[config.mk]
export PLATFORM = sky130hd
export DESIGN_NAME = bcd_seg7_scan
export DESIGN_NICKNAME = d
export VERILOG_FILES = /design/src/rtl/seg7_pkg.sv /design/src/rtl/bcd_to_seg7.sv /design/src/rtl/bcd_seg7_scan.sv
export SDC_FILE = /design/constraint.sdc
export NUM_CORES = 1
export LEC_CHECK = 0
export ABC_AREA = 1
export CAP_MARGIN = 20
export CORE_MARGIN = 2
export CORE_UTILIZATION = 48
export DETAILED_ROUTE_END_ITERATION = 16
export PLACE_DENSITY = 0.75
export REMOVE_ABC_BUFFERS = 1
export SYNTH_ARGS = -nofsm -noshare
export SYNTH_HDL_FRONTEND = slang
export SYNTH_SLANG_ARGS = --single-unit
export TNS_END_PERCENT = 10
[constraint.sdc]
create_clock -name clk -period 2.7 [get_ports clk]
set_input_delay 0.675 -clock clk [delete_from_list [all_inputs] [get_ports clk]]
set_output_delay 0.675 -clock clk [all_outputs]
set_load 0.01 [all_outputs]
[src/rtl/seg7_pkg.sv]
// Shared definitions for the multiplexed seven-segment display: scan states
// and the active-high {g,f,e,d,c,b,a} segment codes for every 4-bit input.
package seg7_pkg;

    typedef enum logic {
        ST_BLANK = 1'b0,
        ST_SHOW  = 1'b1
    } seg7_state_e;

    localparam logic [6:0] SEG_OFF  = 7'b0000000;
    localparam logic [6:0] SEG_DASH = 7'b1000000;

    // Codes 10..15 are not BCD and render as a dash.
    localparam logic [15:0][6:0] SEG_CODE = {
        SEG_DASH, SEG_DASH, SEG_DASH, SEG_DASH, SEG_DASH, SEG_DASH,
        7'b1101111,  // 9
        7'b1111111,  // 8
        7'b0000111,  // 7
        7'b1111101,  // 6
        7'b1101101,  // 5
        7'b1100110,  // 4
        7'b1001111,  // 3
        7'b1011011,  // 2
        7'b0000110,  // 1
        7'b0111111   // 0
    };

endpackage

[src/rtl/bcd_to_seg7.sv]
// Combinational BCD digit to active-high segment pattern decoder.
module bcd_to_seg7
    import seg7_pkg::*;
(
    input  logic [3:0] bcd_i,
    output logic [6:0] seg_o
);

    assign seg_o = SEG_CODE[bcd_i];

endmodule

[src/rtl/bcd_seg7_scan.sv]
// Multiplexed seven-segment scanner: frame-synchronous BCD capture, one digit
// lit at a time with an all-off gap between digits, optional leading-zero blanking.
module bcd_seg7_scan
    import seg7_pkg::*;
#(
    parameter int DIGITS       = 4,
    parameter int SCAN_DIV     = 50000,
    parameter int BLANK_CYC    = 2,
    parameter bit COMMON_ANODE = 1'b1
) (
    input  logic                  clk,
    input  logic                  rst,
    input  logic [4*DIGITS-1:0]   bcd_in,
    input  logic [DIGITS-1:0]     dp_in,
    input  logic                  bcd_load,
    input  logic                  blank_lz,
    output logic [6:0]            seg,
    output logic                  dp,
    output logic [DIGITS-1:0]     an,
    output seg7_state_e           state_dbg
);

    localparam int CNT_MAX = (SCAN_DIV > BLANK_CYC) ? SCAN_DIV : BLANK_CYC;
    localparam int PW      = (CNT_MAX > 1) ? $clog2(CNT_MAX) : 1;
    localparam int IW      = (DIGITS > 1) ? $clog2(DIGITS) : 1;

    localparam logic [6:0]        SEG_INACT = COMMON_ANODE ? 7'h7F : 7'h00;
    localparam logic              DP_INACT  = COMMON_ANODE;
    localparam logic [DIGITS-1:0] AN_INACT  = COMMON_ANODE ? {DIGITS{1'b1}} : '0;

    seg7_state_e         state_q, state_d;
    logic [PW-1:0]       presc_q, presc_d;
    logic [IW-1:0]       idx_q, idx_d;
    logic [4*DIGITS-1:0] pend_bcd_q, pend_bcd_d, shad_bcd_q, shad_bcd_d;
    logic [DIGITS-1:0]   pend_dp_q, pend_dp_d, shad_dp_q, shad_dp_d;
    logic [6:0]          seg_q, seg_d;
    logic                dp_q, dp_d;
    logic [DIGITS-1:0]   an_q, an_d;

    // bcd_load is a single-cycle strobe with no back-pressure: every cycle it
    // is high, {bcd_in, dp_in} is taken into the pending register.
    always_comb begin
        state_d    = state_q;
        presc_d    = presc_q + 1'b1;
        idx_d      = idx_q;
        pend_bcd_d = pend_bcd_q;
        pend_dp_d  = pend_dp_q;
        shad_bcd_d = shad_bcd_q;
        shad_dp_d  = shad_dp_q;
        if (bcd_load) begin
            pend_bcd_d = bcd_in;
            pend_dp_d  = dp_in;
        end
        case (state_q)
            ST_BLANK: begin
                if (presc_q == PW'(BLANK_CYC - 1)) begin
                    state_d = ST_SHOW;
                    presc_d = '0;
                end
            end
            ST_SHOW: begin
                if (presc_q == PW'(SCAN_DIV - 1)) begin
                    state_d = ST_BLANK;
                    presc_d = '0;
                    if (idx_q == IW'(DIGITS - 1)) begin
                        idx_d = '0;
                        // Committing the _d copy lets a same-edge load bypass into the shadow.
                        shad_bcd_d = pend_bcd_d;
                        shad_dp_d  = pend_dp_d;
                    end else begin
                        idx_d = idx_q + 1'b1;
                    end
                end
            end
            default: begin
                state_d = ST_BLANK;
                presc_d = '0;
            end
        endcase
    end

    logic [3:0]        dig [DIGITS];
    logic [DIGITS-1:0] hi_zero;
    logic [DIGITS-1:0] an_hot;
    logic [3:0]        sel_bcd;
    logic [6:0]        dec_seg;
    logic [6:0]        lit_seg;
    logic              run_zero;
    logic              show;

    // Outputs are derived from next-state values so they change on the very
    // edge the FSM enters a state.
    always_comb begin
        run_zero = 1'b1;
        hi_zero  = '0;
        an_hot   = '0;
        for (int i = 0; i < DIGITS; i++) begin
            dig[i] = shad_bcd_d[4*i +: 4];
        end
        for (int i = DIGITS - 1; i >= 0; i--) begin
            run_zero   = run_zero & (dig[i] == 4'd0);
            hi_zero[i] = run_zero;
        end
        an_hot[idx_d] = 1'b1;
        sel_bcd       = dig[idx_d];
    end

    bcd_to_seg7 u_dec (
        .bcd_i (sel_bcd),
        .seg_o (dec_seg)
    );

    always_comb begin
        show    = (state_d == ST_SHOW);
        lit_seg = (blank_lz && (idx_d != '0) && hi_zero[idx_d]) ? SEG_OFF : dec_seg;
        seg_d   = show ? lit_seg : SEG_OFF;
        dp_d    = show & shad_dp_d[idx_d];
        an_d    = show ? an_hot : '0;
        if (COMMON_ANODE) begin
            seg_d = ~seg_d;
            dp_d  = ~dp_d;
            an_d  = ~an_d;
        end
    end

    always_ff @(posedge clk) begin
        if (rst) begin
            state_q    <= ST_BLANK;
            presc_q    <= '0;
            idx_q      <= '0;
            pend_bcd_q <= '0;
            pend_dp_q  <= '0;
            shad_bcd_q <= '0;
            shad_dp_q  <= '0;
            seg_q      <= SEG_INACT;
            dp_q       <= DP_INACT;
            an_q       <= AN_INACT;
        end else begin
            state_q    <= state_d;
            presc_q    <= presc_d;
            idx_q      <= idx_d;
            pend_bcd_q <= pend_bcd_d;
            pend_dp_q  <= pend_dp_d;
            shad_bcd_q <= shad_bcd_d;
            shad_dp_q  <= shad_dp_d;
            seg_q      <= seg_d;
            dp_q       <= dp_d;
            an_q       <= an_d;
        end
    end

    assign seg       = seg_q;
    assign dp        = dp_q;
    assign an        = an_q;
    assign state_dbg = state_q;

endmodule

# --- After elaboration in Yosys (flattened, before gate mapping) ---
# Memories as Yosys holds them, arrays and structs flattened.
# Index checks and enable logic that the tools add are counted.
classes:
  add_sub_neg: 2
  magnitude_cmp: 4
  n_eq_ne: 3
  n_mux: 30
  bitwise: 9
  reduce_logical: 8
op_table:
  columns: ["cell", "count"]
  rows:
  - ["16-bit 2-to-1 mux", 6]
  - ["16-bit case mux with 2 select lines", 1]
  - ["4-bit 2-to-1 mux", 7]
  - ["7-bit 2-to-1 mux", 3]
  - ["16-bit by 1-bit adder with 16-bit output (second input constant)", 1]
  - ["16-bit by 1-bit equality test with 1-bit output (second input constant)", 1]
  - ["16-bit equality test (second input constant)", 1]
  - ["4-bit zero test", 4]
  - ["4-bit binary-select mux with 2-bit select", 1]
  - ["7-bit inverter", 1]
  - ["2-bit 2-to-1 mux", 3]
  - ["4-bit by 5-bit < comparator with 1-bit output (second input constant)", 1]
  - ["1-bit 2-to-1 mux", 5]
  - ["1-bit bitwise AND", 4]
  - ["1-bit binary-select mux with 2-bit select", 2]
  - ["4-bit inverter", 1]
  - ["3-bit >= comparator (second input constant)", 1]
  - ["1-bit logical AND", 3]
  - ["2-bit by 3-bit < comparator with 1-bit output (second input constant)", 1]
  - ["2-bit inverter with 3-bit output", 1]
  - ["2-bit by 1-bit adder with 2-bit output (second input constant)", 1]
  - ["1-bit demux with 2-bit select", 1]
  - ["2-bit equality test (second input constant)", 1]
  - ["2-bit by 1-bit >= comparator with 1-bit output (second input constant)", 1]
  - ["other kinds (3)", 4]
totals:
  register_bits: 71
  rom_bits: 112
  inputBits: 24
  output_inout_bits: 13
  elab_cells: 67
  mem_count: 1
memory_table:
  columns: ["memory", "depth", "word_bits", "rd", "rd_ports_with_merged_regs", "wr", "line_no", "source"]
  rows:
  - ["(no name shown)", 16, 7, 1, 0, 0, "bcd_to_seg7.sv:9", "assign seg_o = SEG_CODE[bcd_i];"]

# --- Longest topological paths before layout ---
# Gate-level depths: netlist (run 1).
depth:
  depth_word: 14
  depth_mapped: 18
  depth_no_buf: 17

# --- Modules after synthesis ---
# A second synthesis (run 1) with hierarchy kept.
hier_totals:
  hier_cells: 493
  area_unflattened_um2: 3467.1
modules_own_cells:
  columns: ["mod", "n_inst", "cells_each", "area_each_um2", "seq_area_each_um2"]
  rows:
  - ["bcd_seg7_scan", 1, 457, 3274.4, 1421.4]
  - ["bcd_to_seg7", 1, 36, 192.7, 0.0]

# --- Least setup slack after synthesis (run 1) ---
# OpenSTA, ideal clock, no wires.
synth_path:
  path_type: "flip-flop to flip-flop"
  startpoint: "reg presc_q[0]"
  endpoint: "reg seg_q[3], in the netlist seg[3]"
  setup_ns: 0.131
  arrival_ns: 2.320
  required_time_ns: 2.569
  slack_ns: 0.249
  path_stages_with_launch: 16
  n_path_buf: 0
  synth_period_minus_slack_ns: 2.451
  path_cell_list: "dfxtp_1 ha_1 nand3_2 nor2_4 nand3_4 nand2_2 nand2_4 inv_2 nand2_1 or2_2 nand3_1 inv_1 ha_1 nand2_1 nand3_1 nand3_1"
synth_between:
  elab_chain_cells: 13
  elab_cells_between_ends: 30
  classes_between: "eq/ne: 2; mux: 15; bitwise: 5; reduce/logical: 7; memory: 1"
synth_lines:
  columns: ["element", "line_no", "source"]
  rows:
  - ["from (decl)", "bcd_seg7_scan.sv:32", "logic [PW-1:0] presc_q, presc_d;"]
  - ["from (signal assigned)", "bcd_seg7_scan.sv:140", "presc_q <= presc_d;"]
  - ["branches (longest 11 deep; another with memory 16 x 7 bit)", null, null]
  - ["7-bit 2-to-1 mux *", "bcd_seg7_scan.sv:116", "seg_d = show ? lit_seg : SEG_OFF;"]
  - ["7-bit inverter *", "bcd_seg7_scan.sv:120", "seg_d = ~seg_d;"]
  - ["to (signal assigned)", "bcd_seg7_scan.sv:146", "seg_q <= seg_d;"]
  - ["to (decl)", "bcd_seg7_scan.sv:36", "logic [6:0] seg_q, seg_d;"]
# Mark *: on every way between the ends. The select of a mux whose other input is x is not followed.
# A chain may end at the register's enable or synchronous reset.

# --- Worst setup path in the final report (run 1) ---
layout_path:
  startpoint: "in bcd_load"
  endpoint: "reg seg_q[3], in the netlist seg[3]"
layout_between:
  elab_chain_cells: 14
  elab_cells_between_ends: 22
  classes_between: "mux: 12; bitwise: 4; reduce/logical: 5; memory: 1"
layout_lines:
  columns: ["element", "line_no", "source"]
  rows:
  - ["from (decl)", "bcd_seg7_scan.sv:15", "input logic bcd_load,"]
  - ["16-bit 2-to-1 mux *", "bcd_seg7_scan.sv:50", "if (bcd_load) begin"]
  - ["16-bit 2-to-1 mux *", "bcd_seg7_scan.sv:65", "if (idx_q == IW'(DIGITS - 1)) begin"]
  - ["16-bit 2-to-1 mux *", "bcd_seg7_scan.sv:62", "if (presc_q == PW'(SCAN_DIV - 1)) begin"]
  - ["16-bit 2-to-1 mux *", "bcd_seg7_scan.sv:54", "case (state_q)"]
  - ["branches (longest 7 deep; another with memory 16 x 7 bit)", null, null]
  - ["7-bit 2-to-1 mux *", "bcd_seg7_scan.sv:115", "lit_seg = (blank_lz && (idx_d != '0) && hi_zero[idx_d]) ? SEG_OFF : dec_seg;"]
  - ["7-bit 2-to-1 mux *", "bcd_seg7_scan.sv:116", null]
  - ["7-bit inverter *", "bcd_seg7_scan.sv:120", null]
# Marked as above.

==> summary.txt, run 1 <==
worst min path class -> reg2reg
hold path endpoint -> presc_q[0]
Final Hold Viols -> 0
clock tree buffer depth -> 2
sequential area share after synthesis -> 41.81%
Crit Path Max Fanout -> 13
post-DP HPWL -> 5832 um
vias in the first global route -> 2955
setup ws final -> 0.1211 ns
ys async rst share -> 0%
worst reg2reg setup slack -> 0.19 ns
die width -> 88.16 um
fin crit share -> 95.51%
Final Power -> 2.307 mW
fin util -> 64.63%
Leakage -> 1.939 nW
Tot GR Track Use -> 21.86%
number of synthesized register bits -> 71
GPL Wtd Cong -> 0.9135
nets -> 568
post-synth top area share -> 41.81%
Die Y -> 88.16 um
fin cells -> 637
maximum clock rate -> 387.8 MHz
Slew @ Worst Pin -> 0.4979 ns
area leader, netlist -> dfxtp_1
Clk Latency, worst-skew pair -> 0.35 ns
CTS buffer count -> 9
Pins Over Slew Limit -> 0
most frequent cells after synthesis -> nand2_1 (94), nor2_1 (72), dfxtp_1 (71)
die footprint -> 7771 um2
Primary FF master, synth -> dfxtp_1
Final ANT Viol Nets -> 0
Diodes inserted -> 0
1st-pass router iterations -> 5
clk_skew -> 0.01063 ns
Core Rows -> 30
synthesized cell area -> 3400 um2
Syn. warnings -> 0
status -> completed
Placed Cells incl. Taps -> 617
Starting Density -> 49.76%
post-synth cell types -> 37
worst setup path start -> bcd_load
Worst slew margin -> 66.80%
first-pass GRT wire length -> 13090 um
worst-case reg-to-reg path depth -> 17
CTS Hold Bufs -> 0
cell area power density -> 522.4 nW/um2
largest net degree at the start of global routing -> 49
critical path class -> in2reg
Root Buffer Master -> clkbuf_8
Vias/cell -> 4.859
WHS -> 0.4392 ns
H-Tree Level Count -> 3
CTS tree -> yes
Core Footprint -> 6832 um2
RR Endpoint -> seg[3]
DR vias -> 3095
clk slew on worst S/H paths -> 0.08 ns
antenna violations before repair -> 0
Arr. time, crit path -> 2.88 ns
Ports -> 37
post-place setup slack -> -0.2885 ns
final WL -> 7839 um
cell count after synthesis -> 453
Layout area overhead -> 29.89%
crit path time final -> 2.579 ns
most common cell in the netlist -> nand2_1
port buffer count -> 36
Peak VDD IR -> 0.3348 mV
count of final setup violators -> 0
r2r startpoint -> presc_q[1]
DR iter-0 viols -> 190
Wirelength per Cell -> 12.31 um
syn avg cell area -> 7.504 um2
# clock sinks -> 71
Hold Startpoint -> presc_q[0]
startpoint class of the critical path -> input pin
fraction of layout instances using a drive strength above 1 -> 20.15%
max cap viols -> 0
Congestion Overflow GR -> 0
hold path depth -> 1
DRC Markers -> 0
Post-synth EDFFs -> 0
Crit path required time -> 3.00 ns
top cells by area, synth -> dfxtp_1 (42%), nand2_1 (10%), nor2_1 (7.9%), nand3_1 (5.6%), inv_1 (5.0%)
Crit. End Element -> register
-- state kept, by name, summed over array words and instances, names as in the netlist --
signal,cells
dp,1
presc_q,16
state_dbg,1
pend_dp_q,4
an,4
seg,7
pend_bcd_q,16
idx_q,2
shad_bcd_q,16
shad_dp_q,4
-- layout by cell type, fill, tap and decap left out, types with 10 or more instances in the layout --
master and instances:
clkdlybuf4s50_1 36, buf_4 48, a21oi_1 12, inv_1 44, o21ai_0 10, dfxtp_1 70
nor2_1 72, nand2_2 11, nand3_1 37, nand2_1 94
-- worst max-delay path by stage --
stage,to,cells after the start
2_1_floorplan,seg[3],15
3_3_place_gp,seg[0],11
3_5_place_dp,seg[5],12
4_1_cts,seg[5],12
5_1_grt,seg[5],12
6_report,seg[3],12
-- cell type report --
type                            count  area, um2
Tap cell                           96      120.1
Timing Repair Buffer               85      732.0
Sequential cell                    71       1423
Inverter                           49      183.9
Clock buffer                        9      123.9
Fill cell                         616       2416
Clock inverter                      7      97.59
Multi-Input combinational cell    320       1735
-- critical path, cell delays in order --
cell,delay (ns)
clkdlybuf4s50_1,0.55
buf_6,0.20
buf_4,0.19
mux2i_2,0.23
o21ai_0,0.16
nand3_2,0.10
nand2_1,0.10
nor2_4,0.15
ha_1,0.25
nand2_1,0.09
nand3_1,0.08
nand3_1,0.09
-- metrics by stage --
stage               setup TNS [ns]  area, um2
floorplan                        0       3322
global placement            -1.010       4140
detailed placement          -1.721       4140
CTS                              0       4362
global route              -0.04286       4415
finish                           0       4415
-- power by group --
part | switching [mW] | total, mW | internal [mW]
clock network | 0.414 | 0.935 | 0.521
logic | 0.117 | 0.246 | 0.128
registers | 0.0289 | 1.13 | 1.10
-- metal layers --
metal  GRT usage (%)  vias to the layer above  routed length (um)
met5               0                        -                   0
met4           7.438                        0                 171
met3           6.221                       15                 301
met2           36.09                       57                3897
met1           27.52                     1410                3469
li1                -                     1613                   -
-- logic make-up after synthesis --
family	share of synthesized area, %
xor gates and xnor gates	2.061
AOI/OAI and AO/OA	6.846
DFF	41.81
adders and majority gates	2.945
muxes	2.945
buffers and inverters	7.692
and+or+nand+nor	35.70
-- what timing repair did --
item,4_1_cts,5_1_grt
setup buffers,0,4
endpoints found under the setup margin,0,5
resized for setup,0,9
(Power assumes the default switching activity.)
==> run 2: changes to the inputs <==
--- a/config.mk
+++ b/config.mk
@@ -7,10 +7,10 @@
 export LEC_CHECK = 0
 export ABC_AREA = 1
 export CAP_MARGIN = 20
-export CORE_MARGIN = 2
-export CORE_UTILIZATION = 48
+export CORE_MARGIN = 10
+export CORE_UTILIZATION = 56
 export DETAILED_ROUTE_END_ITERATION = 16
-export PLACE_DENSITY = 0.75
+export PLACE_DENSITY = 0.84
 export REMOVE_ABC_BUFFERS = 1
 export SYNTH_ARGS = -nofsm -noshare
 export SYNTH_HDL_FRONTEND = slang
==> run 2 against run 1 <==
Against the previous run: utilization is 7.6 points higher; total power hardly changed; sequential cell count stayed put; critical path depth is 4 higher; clock power hardly changed; wire length is 6.4% higher; die area is 23% higher; final cell count is 5.8% lower; hold slack better by 0.029 ns; register-to-register slack worse by 0.03 ns; sequential power hardly changed; setup slack better by 0.036 ns.
==> summary.txt, run 2 (synthesis results as in run 1) <==
Core Rows -> 28
Core Footprint -> 5921 um2
critical path class -> reg2reg
Final Hold Viols -> 0
RR Endpoint -> seg[3]
clock tree buffer depth -> 2
first-pass GRT wire length -> 14040 um
fin util -> 72.27%
GPL Wtd Cong -> 0.9113
DR iter-0 viols -> 205
Regs by FF count -> pend_bcd_q: 16 flops, presc_q: 16 flops, shad_bcd_q: 16 flops
Crit Path Max Fanout -> 8
cell area power density -> 538.8 nW/um2
Peak VDD IR -> 0.4707 mV
DR vias -> 3154
Leakage -> 1.876 nW
1st-pass router iterations -> 5
startpoint class of the critical path -> register
worst min path class -> reg2reg
Hold Startpoint -> pend_bcd_q[6]
worst setup path start -> presc_q[1]
final WL -> 8341 um
nets -> 552
worst reg2reg setup slack -> 0.16 ns
largest net degree at the start of global routing -> 49
Final Power -> 2.306 mW
status -> completed
r2r startpoint -> presc_q[1]
Die Y -> 97.92 um
fraction of layout instances using a drive strength above 1 -> 17.52%
clk slew on worst S/H paths -> 0.07 ns
antenna violations before repair -> 0
post-DP HPWL -> 6050 um
Tot GR Track Use -> 17.48%
Crit path required time -> 2.93 ns
CTS tree -> yes
Root Buffer Master -> clkbuf_8
Slew @ Worst Pin -> 0.5102 ns
maximum clock rate -> 393.2 MHz
Crit. End Element -> register
WHS -> 0.4687 ns
setup ws final -> 0.1570 ns
Vias/cell -> 5.257
fin cells -> 600
vias in the first global route -> 3226
Final ANT Viol Nets -> 0
Worst slew margin -> 65.99%
worst-case reg-to-reg path depth -> 16
crit path time final -> 2.543 ns
Layout area overhead -> 25.87%
Ports -> 37
die width -> 97.92 um
most frequent cells in the layout -> nand2_1 (94), nor2_1 (71), dfxtp_1 (70)
fin crit share -> 94.18%
hold path endpoint -> pend_bcd_q[6]
Pins Over Slew Limit -> 0
Wirelength per Cell -> 13.90 um
Clk Latency, worst-skew pair -> 0.36 ns
Placed Cells incl. Taps -> 583
port buffer count -> 36
Congestion Overflow GR -> 0
count of final setup violators -> 0
# clock sinks -> 71
hold path depth -> 2
Arr. time, crit path -> 2.77 ns
post-place setup slack -> -0.2029 ns
die footprint -> 9587 um2
DRC Markers -> 0
CTS buffer count -> 9
clk_skew -> 0.004585 ns
max cap viols -> 0
Starting Density -> 57.42%
H-Tree Level Count -> 3
most common cell after layout, fill and taps aside -> nand2_1
Diodes inserted -> 0
[run 2: cell type report]
class,instances,area (um2)
Multi-Input combinational cell,320,1749
Fill cell,459,1642
Sequential cell,71,1423
Timing Repair Buffer,69,608.1
Inverter,49,183.9
Clock buffer,9,123.9
Clock inverter,7,97.59
Tap cell,75,93.84
[run 2: worst max-delay path by stage]
stage	end	cells after the start
floorplan	seg[3]	15
finish	seg[3]	16
detailed placement	seg[3]	15
global placement	seg[3]	11
global route	seg[3]	16
CTS	seg[5]	15
[run 2: through the flow]
| step | TNS, ns | cell area, um2 |
|---|---|---|
| 4_1_cts | 0 | 4240 |
| 2_1_floorplan | 0 | 3322 |
| 6_report | 0 | 4279 |
| 5_1_grt | -0.02470 | 4279 |
| 3_3_place_gp | -0.6736 | 4016 |
| 3_5_place_dp | -1.001 | 4016 |
[run 2: routing by layer]
layer,vias up,share of wire [%],global-route usage [%]
li1,1575,-,-
met1,1458,40,17.71
met2,95,51,30.56
met3,26,5.0,6.624
met4,0,3.3,9.060
met5,-,0,0
[run 2: what timing repair did]
action | CTS | global route
hold buffers | 0 | 0
pin swaps | 0 | 2
setup buffers | 0 | 1
endpoints found under the hold margin | 0 | 0
resized for setup | 1 | 7
endpoints found under the setup margin | 1 | 7
[run 2: worst max-delay path: stages (launching register included)]
cell     delay [ns]
dfxtp_1        0.40
ha_4           0.18
nand3_4        0.12
nor2_4         0.14
buf_4          0.13
nand3_4        0.13
nand2_2        0.12
nand2_4        0.07
inv_2          0.06
nand2_1        0.07
or2_2          0.30
nand3_2        0.11
inv_2          0.06
ha_1           0.27
nand2_1        0.06
nand3_1        0.08
nand3_1        0.08
[run 2: power by group]
part	total, mW	switching, mW	internal, mW
Clock	0.936	0.415	0.520
Combinational	0.241	0.118	0.122
Sequential	1.13	0.0319	1.10
Total	2.31	0.565	1.74
